## src/rtl/sr_arb_pkg.sv

```systemverilog
// Shared types and encodings for the SR-latch arbiter and its round-robin
// sub-arbiter.
package sr_arb_pkg;

  typedef enum logic [2:0] {
    IDLE    = 3'd0,
    SETUP   = 3'd1,
    STROBE  = 3'd2,
    RELEASE = 3'd3,
    REJECT  = 3'd4
  } state_t;

  typedef enum logic {
    REQ_A = 1'b0,
    REQ_B = 1'b1
  } req_id_t;

  localparam logic [1:0] OP_CLR = 2'b01;
  localparam logic [1:0] OP_SET = 2'b10;

  function automatic logic op_is_legal(input logic [1:0] op);
    return (op == OP_CLR) || (op == OP_SET);
  endfunction

endpackage

```

## src/rtl/rr_arb2.sv

```systemverilog
// Two-input round-robin arbiter; last-grant state advances only on a grant.
module rr_arb2
  import sr_arb_pkg::*;
(
  input  logic    clk,
  input  logic    reset,
  input  logic    enable,
  input  logic    req_a,
  input  logic    req_b,
  output logic    gnt_valid,
  output req_id_t gnt_id
);

  req_id_t last_q;

  // NOTE: every variable gets a value before any branch, so no latch is inferred.
  always_comb begin
    gnt_valid = enable && (req_a || req_b);
    gnt_id    = REQ_B;
    if (req_a && req_b) gnt_id = (last_q == REQ_B) ? REQ_A : REQ_B;
    else if (req_a)     gnt_id = REQ_A;
  end

  // Starting from B makes A the winner of the first contention.
  always_ff @(posedge clk or negedge reset) begin
    if (!reset)         last_q <= REQ_B;
    else if (gnt_valid) last_q <= gnt_id;
  end

endmodule

```

## src/rtl/sr_latch_arbiter.sv

```systemverilog
// Shares one gated SR latch bank between two requesters; sequences
// setup -> strobe -> hold. Optional shadow register: SR_ARB_SHADOW_EN.
module sr_latch_arbiter
  import sr_arb_pkg::*;
#(
  parameter int NBITS    = 8,
  parameter int IDXW     = 3,
  parameter int HOLD_CYC = 1
) (
  input  logic             clk,
  input  logic             reset,
  input  logic             req_a_valid,
  input  logic [IDXW-1:0]  req_a_idx,
  input  logic [1:0]       req_a_op,
  input  logic             req_b_valid,
  input  logic [IDXW-1:0]  req_b_idx,
  input  logic [1:0]       req_b_op,
  output logic             ack_a,
  output logic             ack_b,
  output logic             err_a,
  output logic             err_b,
  output logic [NBITS-1:0] lat_s,
  output logic [NBITS-1:0] lat_r,
  output logic             lat_g,
`ifdef SR_ARB_SHADOW_EN
  output logic [NBITS-1:0] shadow_q,
`endif
  output logic             busy
);

  localparam logic [3:0] HOLD_LOAD = 4'(HOLD_CYC - 1);

  state_t          state, next_state;
  logic            gnt_valid;
  req_id_t         gnt_id;
  logic [IDXW-1:0] idx_q, cur_idx;
  logic [1:0]      op_q, cur_op;
  req_id_t         id_q, cur_id;
  logic            cur_legal, cur_skip;
  logic [3:0]      cnt_q;

  logic [NBITS-1:0] s_d, r_d;
  logic             g_d, busy_d, ack_a_d, ack_b_d, err_a_d, err_b_d;
  logic             drive, done;

  rr_arb2 u_arb (
    .clk       (clk),
    .reset     (reset),
    .enable    (state == IDLE),
    .req_a     (req_a_valid),
    .req_b     (req_b_valid),
    .gnt_valid (gnt_valid),
    .gnt_id    (gnt_id)
  );

  // In IDLE the live granted request is used; afterwards the captured copy,
  // so the registered outputs can be decoded from next_state.
  always_comb begin
    cur_id  = id_q;
    cur_idx = idx_q;
    cur_op  = op_q;
    if (state == IDLE) begin
      cur_id  = gnt_id;
      cur_idx = (gnt_id == REQ_A) ? req_a_idx : req_b_idx;
      cur_op  = (gnt_id == REQ_A) ? req_a_op  : req_b_op;
    end
    cur_legal = op_is_legal(cur_op) && (32'(cur_idx) < 32'(NBITS));
  end

`ifdef SR_ARB_SHADOW_EN
  logic [NBITS-1:0] shadow_r;
  logic             skip_q;
  logic             same_value;

  assign same_value = shadow_r[cur_idx] == (cur_op == OP_SET);
  assign cur_skip   = (state == IDLE) ? (cur_legal && same_value) : skip_q;
  assign shadow_q   = shadow_r;

  // NOTE: the shadow is reset with everything else; the latch bank must share this reset to stay coherent.
  always_ff @(posedge clk or negedge reset) begin
    if (!reset) begin
      shadow_r <= '0;
      skip_q   <= 1'b0;
    end else begin
      if (state == IDLE)         skip_q <= cur_skip;
      if (next_state == RELEASE) shadow_r[cur_idx] <= (cur_op == OP_SET);
    end
  end
`else
  assign cur_skip = 1'b0;
`endif

  always_comb begin
    next_state = state;
    unique case (state)
      IDLE:    if (gnt_valid) next_state = !cur_legal ? REJECT :
                                           (cur_skip ? RELEASE : SETUP);
      SETUP:   next_state = STROBE;
      STROBE:  if (cnt_q == '0) next_state = RELEASE;
      RELEASE: next_state = IDLE;
      REJECT:  next_state = IDLE;
      default: next_state = IDLE;
    endcase
  end

  // S and R come from one op decode, so they can never be high together.
  always_comb begin
    drive   = (next_state == SETUP) || (next_state == STROBE) ||
              ((next_state == RELEASE) && !cur_skip);
    done    = (next_state == RELEASE) || (next_state == REJECT);
    s_d     = (drive && cur_op == OP_SET) ? (NBITS'(1) << cur_idx) : '0;
    r_d     = (drive && cur_op == OP_CLR) ? (NBITS'(1) << cur_idx) : '0;
    g_d     = (next_state == STROBE);
    busy_d  = (next_state != IDLE);
    ack_a_d = done && (cur_id == REQ_A);
    ack_b_d = done && (cur_id == REQ_B);
    err_a_d = (next_state == REJECT) && (cur_id == REQ_A);
    err_b_d = (next_state == REJECT) && (cur_id == REQ_B);
  end

  // NOTE: non-blocking assignments make every register sample pre-edge values.
  always_ff @(posedge clk or negedge reset) begin
    if (!reset) begin
      state <= IDLE;
      lat_s <= '0;
      lat_r <= '0;
      lat_g <= 1'b0;
      busy  <= 1'b0;
      ack_a <= 1'b0;
      ack_b <= 1'b0;
      err_a <= 1'b0;
      err_b <= 1'b0;
    end else begin
      state <= next_state;
      lat_s <= s_d;
      lat_r <= r_d;
      lat_g <= g_d;
      busy  <= busy_d;
      ack_a <= ack_a_d;
      ack_b <= ack_b_d;
      err_a <= err_a_d;
      err_b <= err_b_d;
    end
  end

  always_ff @(posedge clk or negedge reset) begin
    if (!reset) begin
      idx_q <= '0;
      op_q  <= '0;
      id_q  <= REQ_A;
      cnt_q <= '0;
    end else begin
      if (gnt_valid) begin
        idx_q <= cur_idx;
        op_q  <= cur_op;
        id_q  <= cur_id;
      end
      if (next_state == STROBE && state != STROBE) cnt_q <= HOLD_LOAD;
      else if (state == STROBE && cnt_q != '0)     cnt_q <= cnt_q - 4'd1;
    end
  end

endmodule

```

## config.mk

```make
export PLATFORM = sky130hd
export DESIGN_NAME = sr_latch_arbiter
export DESIGN_NICKNAME = d
export VERILOG_FILES = /design/src/rtl/sr_arb_pkg.sv /design/src/rtl/rr_arb2.sv /design/src/rtl/sr_latch_arbiter.sv
export SDC_FILE = /design/constraint.sdc
export NUM_CORES = 1
export LEC_CHECK = 0
export ABC_AREA = 0
export CORE_UTILIZATION = 50
export DETAILED_ROUTE_END_ITERATION = 8
export GPL_TIMING_DRIVEN = 0
export PLACE_DENSITY = 0.78
export SYNTH_ARGS = -nofsm -noshare
export SYNTH_HDL_FRONTEND = slang
export SYNTH_SLANG_ARGS = --single-unit
```

## constraint.sdc

```tcl
create_clock -name clk -period 3.3 [get_ports clk]
set_clock_uncertainty 0.05 [all_clocks]
set_input_delay 0.495 -clock clk [delete_from_list [all_inputs] [get_ports clk]]
set_output_delay 0.495 -clock clk [all_outputs]
set_load 0.02 [all_outputs]
```

# Yosys cells after proc, flatten, opt, wreduce, memory -nomap -nowiden
# Cells that the tools add are included.
[word_totals]
regBits = 36
input_bits = 14
out_inout_bits = 22
elab_cells = 62
[op_classes]
n_addsub = 1
n_eq_ne = 9
n_shift = 1
muxes = 16
bitwise_logic = 1
reduce_logical = 20
[op_table]
columns = ["cell", "count"]
rows = [
  ["$mux W8", 2],
  ["$mux W3", 5],
  ["$logic_and A1 B1 Y1", 10],
  ["$eq A3 B2 Y1 const B", 3],
  ["$pmux W3 S3", 1],
  ["$mux W4", 2],
  ["$shl A1 B3 Y8 const A", 1],
  ["$eq A3 B1 Y1 const B", 2],
  ["$logic_or A1 B1 Y1", 5],
  ["$logic_not A4 Y1", 1],
  ["$mux W1", 4],
  ["$mux W2", 2],
  ["$reduce_bool A4 Y1", 1],
  ["$sub A4 B1 Y4 const B", 1],
  ["$eq A3 B3 Y1 const B", 1],
  ["$logic_not A3 Y1", 1],
  ["$ne A3 B2 Y1 const B", 1],
  ["$reduce_bool A3 Y1", 1],
  ["$eq A2 B1 Y1 const B", 1],
  ["$eq A2 B2 Y1 const B", 1],
  ["$reduce_bool A2 Y1", 1],
  ["$not A1 Y1", 1],
]

# Longest topological paths before layout
[depth]
word_depth = 14
mapped_depth = 9

# By module
# From an unflattened synthesis, not the netlist that was laid out.
[hier_totals]
cells_unflattened = 169
hier_area_um2 = 1811.7
[modules_own_cells]
columns = ["module", "n_inst", "cells_per_inst", "area_each_um2"]
rows = [
  ["sr_latch_arbiter", 1, 163, 1757.9],
  ["rr_arb2", 1, 6, 53.8],
]

# Worst setup path before layout
# No wires, ideal clock.
[synth_path]
path_type = "register to register"
from = "register u_arb.last_q"
to = "register lat_r[0]"
setup_ns = 0.088
t_arrival_ns = 2.312
required_ns = 3.162
setup_slack_ns = 0.851
stages_incl_launch_ff = 9
n_path_buf = 0
synth_period_minus_slack_ns = 2.449
path_cell_list = "dfstp_2 -> and2b_2 -> nor2_2 -> mux2i_1 -> a21o_1 -> ha_1 -> o21ai_0 -> nand3_1 -> nor3_1"
[synth_via]
elab_chain_len = 14
elab_cells_between_ends = 20
classes_between = "eq/ne: 5; shift: 1; mux: 10; reduce/logical: 4"
[synth_rtl]
columns = ["item", "line_no", "source"]
rows = [
  ["start: declaration", "rr_arb2.sv:14", "req_id_t last_q;"],
  ["start signal: assignment", "rr_arb2.sv:27", "else if (gnt_valid) last_q <= gnt_id;"],
  ["$mux W1 * (2 in series)", "rr_arb2.sv:20", "if (req_a && req_b) gnt_id = (last_q == REQ_B) ? REQ_A : REQ_B;"],
  ["$mux W2", "sr_latch_arbiter.sv:65", "cur_op = (gnt_id == REQ_A) ? req_a_op : req_b_op;"],
  ["$mux W2", "sr_latch_arbiter.sv:62", "if (state == IDLE) begin"],
  ["$eq A2 B1 Y1 / $eq A2 B2 Y1 (equally long branches)", "sr_arb_pkg.sv:22, sr_latch_arbiter.sv:112", ""],
  ["$logic_or A1 B1 Y1", "sr_arb_pkg.sv:22", "return (op == OP_CLR) || (op == OP_SET);"],
  ["$mux W3 (2 in series)", "sr_latch_arbiter.sv:96", "IDLE: if (gnt_valid) next_state = !cur_legal ? REJECT :"],
  ["$pmux W3 S3", "sr_latch_arbiter.sv:95", "unique case (state)"],
  ["$eq A3 B1 Y1 / $eq A3 B2 Y1 (equally long branches)", "sr_latch_arbiter.sv:108", "drive = (next_state == SETUP) || (next_state == STROBE) ||"],
  ["$logic_or A1 B1 Y1 (2 in series)", "sr_latch_arbiter.sv:108", ""],
  ["$logic_and A1 B1 Y1", "sr_latch_arbiter.sv:112", "r_d = (drive && cur_op == OP_CLR) ? (NBITS'(1) << cur_idx) : '0;"],
  ["$mux W8 *", "sr_latch_arbiter.sv:112", ""],
  ["via r_d[0]", "sr_latch_arbiter.sv:42", "logic [NBITS-1:0] s_d, r_d;"],
  ["end signal: assignment", "sr_latch_arbiter.sv:136", "lat_r <= r_d;"],
  ["end: declaration", "sr_latch_arbiter.sv:23", "output logic [NBITS-1:0] lat_r,"],
]
# The timed path passes the listed nets; every way through them passes the cells marked *.
# A chain may end at the register's enable or synchronous reset.

# Final worst setup path
[layout_path]
from = "input port req_b_valid"
to = "register lat_r[5]"
[layout_via]
elab_chain_len = 14
elab_cells_between_ends = 22
classes_between = "eq/ne: 5; shift: 1; mux: 9; reduce/logical: 7"
[layout_rtl]
columns = ["item", "line_no", "source"]
rows = [
  ["start: declaration", "sr_latch_arbiter.sv:15", "input logic req_b_valid,"],
  ["$logic_and A1 B1 Y1", "rr_arb2.sv:20", ""],
  ["$mux W1", "rr_arb2.sv:20", ""],
  ["$mux W2", "sr_latch_arbiter.sv:65", ""],
  ["$mux W2", "sr_latch_arbiter.sv:62", ""],
  ["$eq A2 B1 Y1 / $eq A2 B2 Y1 (equally long branches)", "sr_arb_pkg.sv:22, sr_latch_arbiter.sv:112", ""],
  ["$logic_or A1 B1 Y1", "sr_arb_pkg.sv:22", ""],
  ["$mux W3 (2 in series)", "sr_latch_arbiter.sv:96", ""],
  ["$pmux W3 S3", "sr_latch_arbiter.sv:95", ""],
  ["$eq A3 B1 Y1 / $eq A3 B2 Y1 (equally long branches)", "sr_latch_arbiter.sv:108", ""],
  ["$logic_or A1 B1 Y1 (2 in series)", "sr_latch_arbiter.sv:108", ""],
  ["$logic_and A1 B1 Y1", "sr_latch_arbiter.sv:112", ""],
  ["$mux W8 *", "sr_latch_arbiter.sv:112", ""],
  ["via r_d[5]", "sr_latch_arbiter.sv:42", ""],
]
# Marked as above.

==> results.md <==
* Outcome: complete, no violations
* Max FO, Critical Path at 8
* Max-slew violation count at 0
* # resized after CTS at 0
* Ys Warns at 0
* Layout cells sized above 1 at ~15%
* Power Total at 2.01 mW
* Global-route wire length before repair at 5.40 mm
* P_int at 1.16 mW
* Die area at 0.00372 mm2
* Worst endpoint required time at 3.49 ns
* Initial DRT Pass Iterations at 5
* Highest Clock Rate at 330 MHz
* Port-buffer cells at 34
* Post-synthesis average cell area at 10.8 um2
* Largest net degree at the start of global routing at 37
* DP HPWL at ~2.4 mm
* Setup TNS at 0 ns
* Fin area at around 0.0022 mm2
* TritonCTS clock tree: built
* Net Sw Frac at approximately 42%
* DRT iter0 DRCs at 38
* Number of buffers created by CTS at 5
* Post-synth ARST share at 100%
* Clock Power Share at 15.0%
* Chip Width at about 61 um
* Number of global-route vias before repair at 1,205
* WL final at 3.30 mm
* Path type of the worst min-delay path: input port to asynchronous set/reset pin
* Hold Violations, Final at 0
* Worst Setup End Kind: register
* Clk Latency, worst-skew pair at 0.33 ns
* Maximum vdd drop at 0.000454 V
* Per-cell routed wire length at 13.2 um
* Number of synthesized flops with an enable pin at 0
* Placed cell area at ~0.0021 mm2
* Prevailing post-synth register cell: dfrtp_1
* Crit Path Category: input port to register
* Global-route usage over all layers at about 20%
* H-tree depth at 2
* Final Setup Violations at 0
* Final worst path period need at 3.03 ns
* Die Y at 61.0 um
* Io pins at 36
* Post-synth design cell area at 0.00174 mm2
* DR vias/cell at 5.22
* Layout area overhead at 27.2%
* Final #Nets at 219
* Root buffer cell: clkbuf_4
* R2R setup slack at 0.37 ns
* Static Leak at ~0.99 nW
* Seq pwr share at 31.8%
* RSZ-0062 raised after global routing: no
* Via Count at 1,300
* Post-Syn Nets at 178
* Clock slew at reported path FFs at between 0.1 and 0.15 ns
* Critical Path AT at 3.22 ns
* Setup crit start kind: input port
* Final period utilization at 91.8%
* Slew Limit Headroom at 49.0%
* Initial antenna violation count at 0
* Routability cong. at 0.840
* Fin util at between 60% and 70%
* Pwr per Cell Area at 909 mW/mm2
* Comb power frac at 53.2%
* Worst Hold Slack at 0.174 ns
* Sw power at 846 uW
* Maxcap violations at 0
* GRT overflow at 0
* Row cnt at 21
* Post-Syn Instances at 161
* DRC at 0
* Antenna viol nets, final at 0
* CTS sink count at 36
* CTS hold repair buffers at 0
* Clock buffer depth at 2
* Ant diodes at 0
* Core area at 0.00334 mm2
* Worst-Margin Slew at around 0.77 ns
* Seq cells post-synth at 36
* Post-synthesis cell type count at 44
* Post-CTS setup buffers at 0
* Initial core utilization at a little over half
* Sequential-to-total area share from yosys stat at between 50% and 60%
==> metal layers <==
layer	share of wire, %	GRT usage [%]
met5	0	0
met3	4.4	4.90
met4	1.2	8.77
met1	44	26.4
met2	50	33.0
==> state kept, by name (all words and copies together), names as in the netlist, 2 cells and up <==
| register | count |
|---|---|
| lat_s | 8 |
| state | 3 |
| idx_q | 3 |
| lat_r | 8 |
| op_q | 2 |
| cnt_q | 4 |
==> cell usage after synthesis (2+ instances only) <==
master,instances,area [um2]
nand2b_1,2,12.5
mux2i_1,4,40.0
dfrtp_1,35,876
nand2_1,12,45.0
o21ai_0,9,45.0
ha_1,3,37.5
a21boi_1,2,15.0
nor3_1,17,85.1
inv_1,6,22.5
nand3_1,3,15.0
a21o_1,5,37.5
nor2_1,11,41.3
o31ai_1,2,15.0
o21ai_1,3,15.0
buf_4,2,15.0
o31ai_4,3,63.8
buf_6,2,22.5
o21ai_2,2,17.5
a21oi_1,13,65.1
==> kinds of logic after synthesis <==
| family | after synthesis | synth area share (%) |
|---|---|---|
| multiplexers | 4 | 2.30 |
| buffers and inverters | 13 | 4.17 |
| AND/OR/NAND/NOR | 59 | 19.8 |
| AO/OA/AOI/OAI | 45 | 19.2 |
| XOR/XNOR | 1 | 0.504 |
| flip-flops | 36 | 51.9 |
| adder cells (fa/ha/maj) | 3 | 2.16 |
==> power groups by stage <==
stage | clock network, mW | logic [mW] | registers [mW]
2_1_floorplan | 0 | 0.660 | 0.735
3_3_place_gp | 0 | 1.04 | 0.641
3_5_place_dp | 0 | 1.06 | 0.650
4_1_cts | 0.309 | 1.07 | 0.641
5_1_grt | 0.327 | 1.18 | 0.656
6_report | 0.302 | 1.07 | 0.638
==> worst max-delay path, cell delays in order <==
cell and delay [ns]:
clkdlybuf4s50_1 0.47, and2b_2 0.29, nor2_2 0.32, mux2i_1 0.35, a21o_1 0.17, ha_1 0.26, o21ai_0 0.23, nand3_1 0.31
nor3_1 0.32
==> cell type report <==
class,instances,area (um2)
Fill cell,276,1120
Sequential cell,36,902
Multi-Input combinational cell,112,764
Timing Repair Buffer,34,335
Tap cell,46,57.6
Buffer,6,46.3
Clock inverter,3,42.5
Clock buffer,5,37.5
Inverter,7,26.3
==> placed cells by master, fill, tap and decap left out, types with 2 or more instances in the layout <==
cell,count
nor3_1,17
a21boi_1,2
dfrtp_1,35
ha_1,3
nand2_1,12
nand3_1,3
buf_2,2
buf_4,2
o21ai_0,9
inv_1,6
a21oi_1,13
o21ai_1,3
mux2i_1,4
nand2b_1,2
a21o_1,5
o21ai_2,2
clkdlybuf4s50_1,33
buf_6,2
o31ai_4,3
clkbuf_4,5
nor2_1,11
o31ai_1,2
==> path summary, 6_finish.rpt <==
path / cells after the start / startpoint / end
max in group asynchronous: 1 / reset / lat_r[6]
setup reg to reg: 8 / u_arb.last_q / lat_r[5]
hold reg to reg: 2 / op_q[1] / op_q[1]
min in group clk: 2 / op_q[1] / op_q[1]
setup / recovery: 9 / req_b_valid / lat_r[5]
hold / removal: 1 / reset / idx_q[2]
==> per-stage QoR <==
step	worst slack, ns	instances
6_report	0.270	249
5_1_grt	0.173	249
4_1_cts	0.340	249
3_5_place_dp	-0.0112	241
3_3_place_gp	0.0801	241
2_1_floorplan	0.851	161
Power figures use the tool's default switching activity.
==> RTL change: new RTL, same settings <==
Remove the register `err_a`: a continuous assignment takes its place, so the output `err_a` follows one clock earlier.
--- a/src/rtl/sr_latch_arbiter.sv
+++ b/src/rtl/sr_latch_arbiter.sv
@@ -128,7 +128,6 @@
       busy  <= 1'b0;
       ack_a <= 1'b0;
       ack_b <= 1'b0;
-      err_a <= 1'b0;
       err_b <= 1'b0;
     end else begin
       state <= next_state;
@@ -138,10 +137,11 @@
       busy  <= busy_d;
       ack_a <= ack_a_d;
       ack_b <= ack_b_d;
-      err_a <= err_a_d;
       err_b <= err_b_d;
     end
   end
+
+  assign err_a = err_a_d;
 
   always_ff @(posedge clk or negedge reset) begin
     if (!reset) begin
Formal check against the unedited RTL: not equivalent (Yosys sat finds a counterexample within 4 cycles, from zero or initial values and one cycle with reset low).
==> RTL change against the unedited design <==
  * Power decreased by 2.2%
  * Synthesized cell count fell by 0.62%
  * Design area is 0.17% lower
  * Setup slack got worse by 92 ps
  * Register-to-register slack better by 370 ps
  * Die area down 1.4%
  * Sequential cell count decreased by 1
  * Synthesized area is 1.4% lower
  * Routed wire length grew 0.33%
==> RTL change: results (changes against the unedited design) <==
CTS-repair resized insts=2 (was 0); via/cell ratio=5.40 (was 5.22); met2 wire len=1.60 mm (was 1.65 mm); largest cells by area after synthesis=dfrtp_1 (50%), nor3_1 (5.0%), a21oi_1 (3.8%) (was dfrtp_1 (50%), nor3_1 (4.9%), a21oi_1 (3.7%)); Filler Cell Count=274 (was 276); Worst Hold Class=in -> async (unchanged); post-DP HPWL=2.40 mm (was 2.44 mm); CTS buffer count=5 (unchanged); routed wire length=3.31 mm (was 3.30 mm); drt pass-1 iters=5 (unchanged); aggregate global-route resource usage=21.4% (was 20.4%); first-pass GRT wire length=5.78 mm (was 5.40 mm); fin nets=220 (was 219); GR met2 Demand/Resource=35.5% (was 33.0%); worst vdd ir=0.410 mV (was 0.454 mV); Mean Syn Cell Area=10.7 um2 (was 10.8 um2); wl on met1=1.55 mm (was 1.46 mm); leak pwr=0.979 nW (was 0.987 nW); Placement Cell Area=2100 um2 (was 2130 um2); Ant. Diodes=0 (unchanged); port bufs=34 (unchanged); number of DRC markers in iteration 0=19 (was 38); met3 Usage GRT=5.76% (was 4.90%); share of post-route cells with drive strength above 1=17.6% (was 15.3%); switching share of power=42.6% (was 42.1%); Root Buffer=clkbuf_4 (unchanged); Fmax=320 MHz (was 330 MHz); sequential fraction of the synthesis area=51.2% (was 51.9%); dpl cells=238 (was 241); Netlist cell types=44 (unchanged); Non-Filler Instances=248 (was 249); slew margin rel.=50.7% (was 49.0%); CTS HTree Levels=2 (unchanged); Synth Net Count=177 (was 178); Yosys warning count=0 (unchanged); Clock Latency Late Sink=340 ps; slowest stage delay, CP=570 ps (was 470 ps); post-place setup slack=-363 ps (was -11.2 ps); largest net degree at the start of global routing=36 (was 37); outcome=finished clean (unchanged); Critical Path Fanout Max=6 (was 8); vias in the first global route=1264 (was 1205); top sig layer=met4 (unchanged); Data arrival, critical path=2580 ps (was 3220 ps); flop-to-flop setup slack=740 ps (was 370 ps); met3 WL=126 um (was 144 um); Placer Congestion=0.812 (was 0.840); Hold Slack=160 ps (was 174 ps); Post-synth top cells=dfrtp_1 (34), nor3_1 (17), a21oi_1 (13), nand2_1 (12), nor2_1 (11) (was dfrtp_1 (35), nor3_1 (17), a21oi_1 (13), nand2_1 (12), nor2_1 (11)); met1 usage=28.3% (was 26.4%)
RTL change: worst max-delay path: cells and delay by family:
family                     cells  cell delay [ps]
adders and majority gates      1              320
buffers and inverters          2              880
AOI/OAI and AO/OA              1              200
muxes                          1              160
and+or+nand+nor                4              520
RTL change: logic make-up (layout without fill, tap and decap cells):
kind of cell	after synthesis	in the layout	synth area share (%)
and+or+nand+nor	59	59	20.1
AOI/OAI and AO/OA	45	45	19.5
buffers and inverters	13	57	4.23
xor gates and xnor gates	1	1	0.511
adders and majority gates	3	3	2.19
DFF	35	35	51.2
muxes	4	4	2.34
RTL change: power groups by stage:
stage / combinational (W) / clock (W) / sequential, W
after floorplan: 0.000664 / 0 / 0.000715
after global placement: 0.00104 / 0 / 0.000625
after detailed placement: 0.00106 / 0 / 0.000632
after CTS: 0.00106 / 0.000273 / 0.000622
after global routing: 0.00119 / 0.000294 / 0.000635
final: 0.00107 / 0.000270 / 0.000621
RTL change: worst paths after layout:
path                                   endpoint           startpoint  depth (start not counted)
max in group asynchronous  idx_q[2]$_DFFE_PN0P_                reset                          1
min in group clk            op_q[1]$_DFFE_PN0P_  op_q[1]$_DFFE_PN0P_                          2
setup / recovery                          err_a          req_b_valid                          9
hold reg to reg             op_q[1]$_DFFE_PN0P_  op_q[1]$_DFFE_PN0P_                          2
hold / removal               lat_s[5]$_DFF_PN0_                reset                          1
setup reg to reg             lat_r[3]$_DFF_PN0_   state[2]$_DFF_PN0_                          8
RTL change: final cells by class:
type	instances	area, um2	area share, %
Tap cell	44	55.1	2.49
Clock buffer	7	65.1	2.95
Clock inverter	1	7.51	0.340
Inverter	7	26.3	1.19
Sequential cell	35	877	39.7
Buffer	6	46.3	2.10
Timing Repair Buffer	36	350	15.9
Multi-Input combinational cell	112	781	35.4
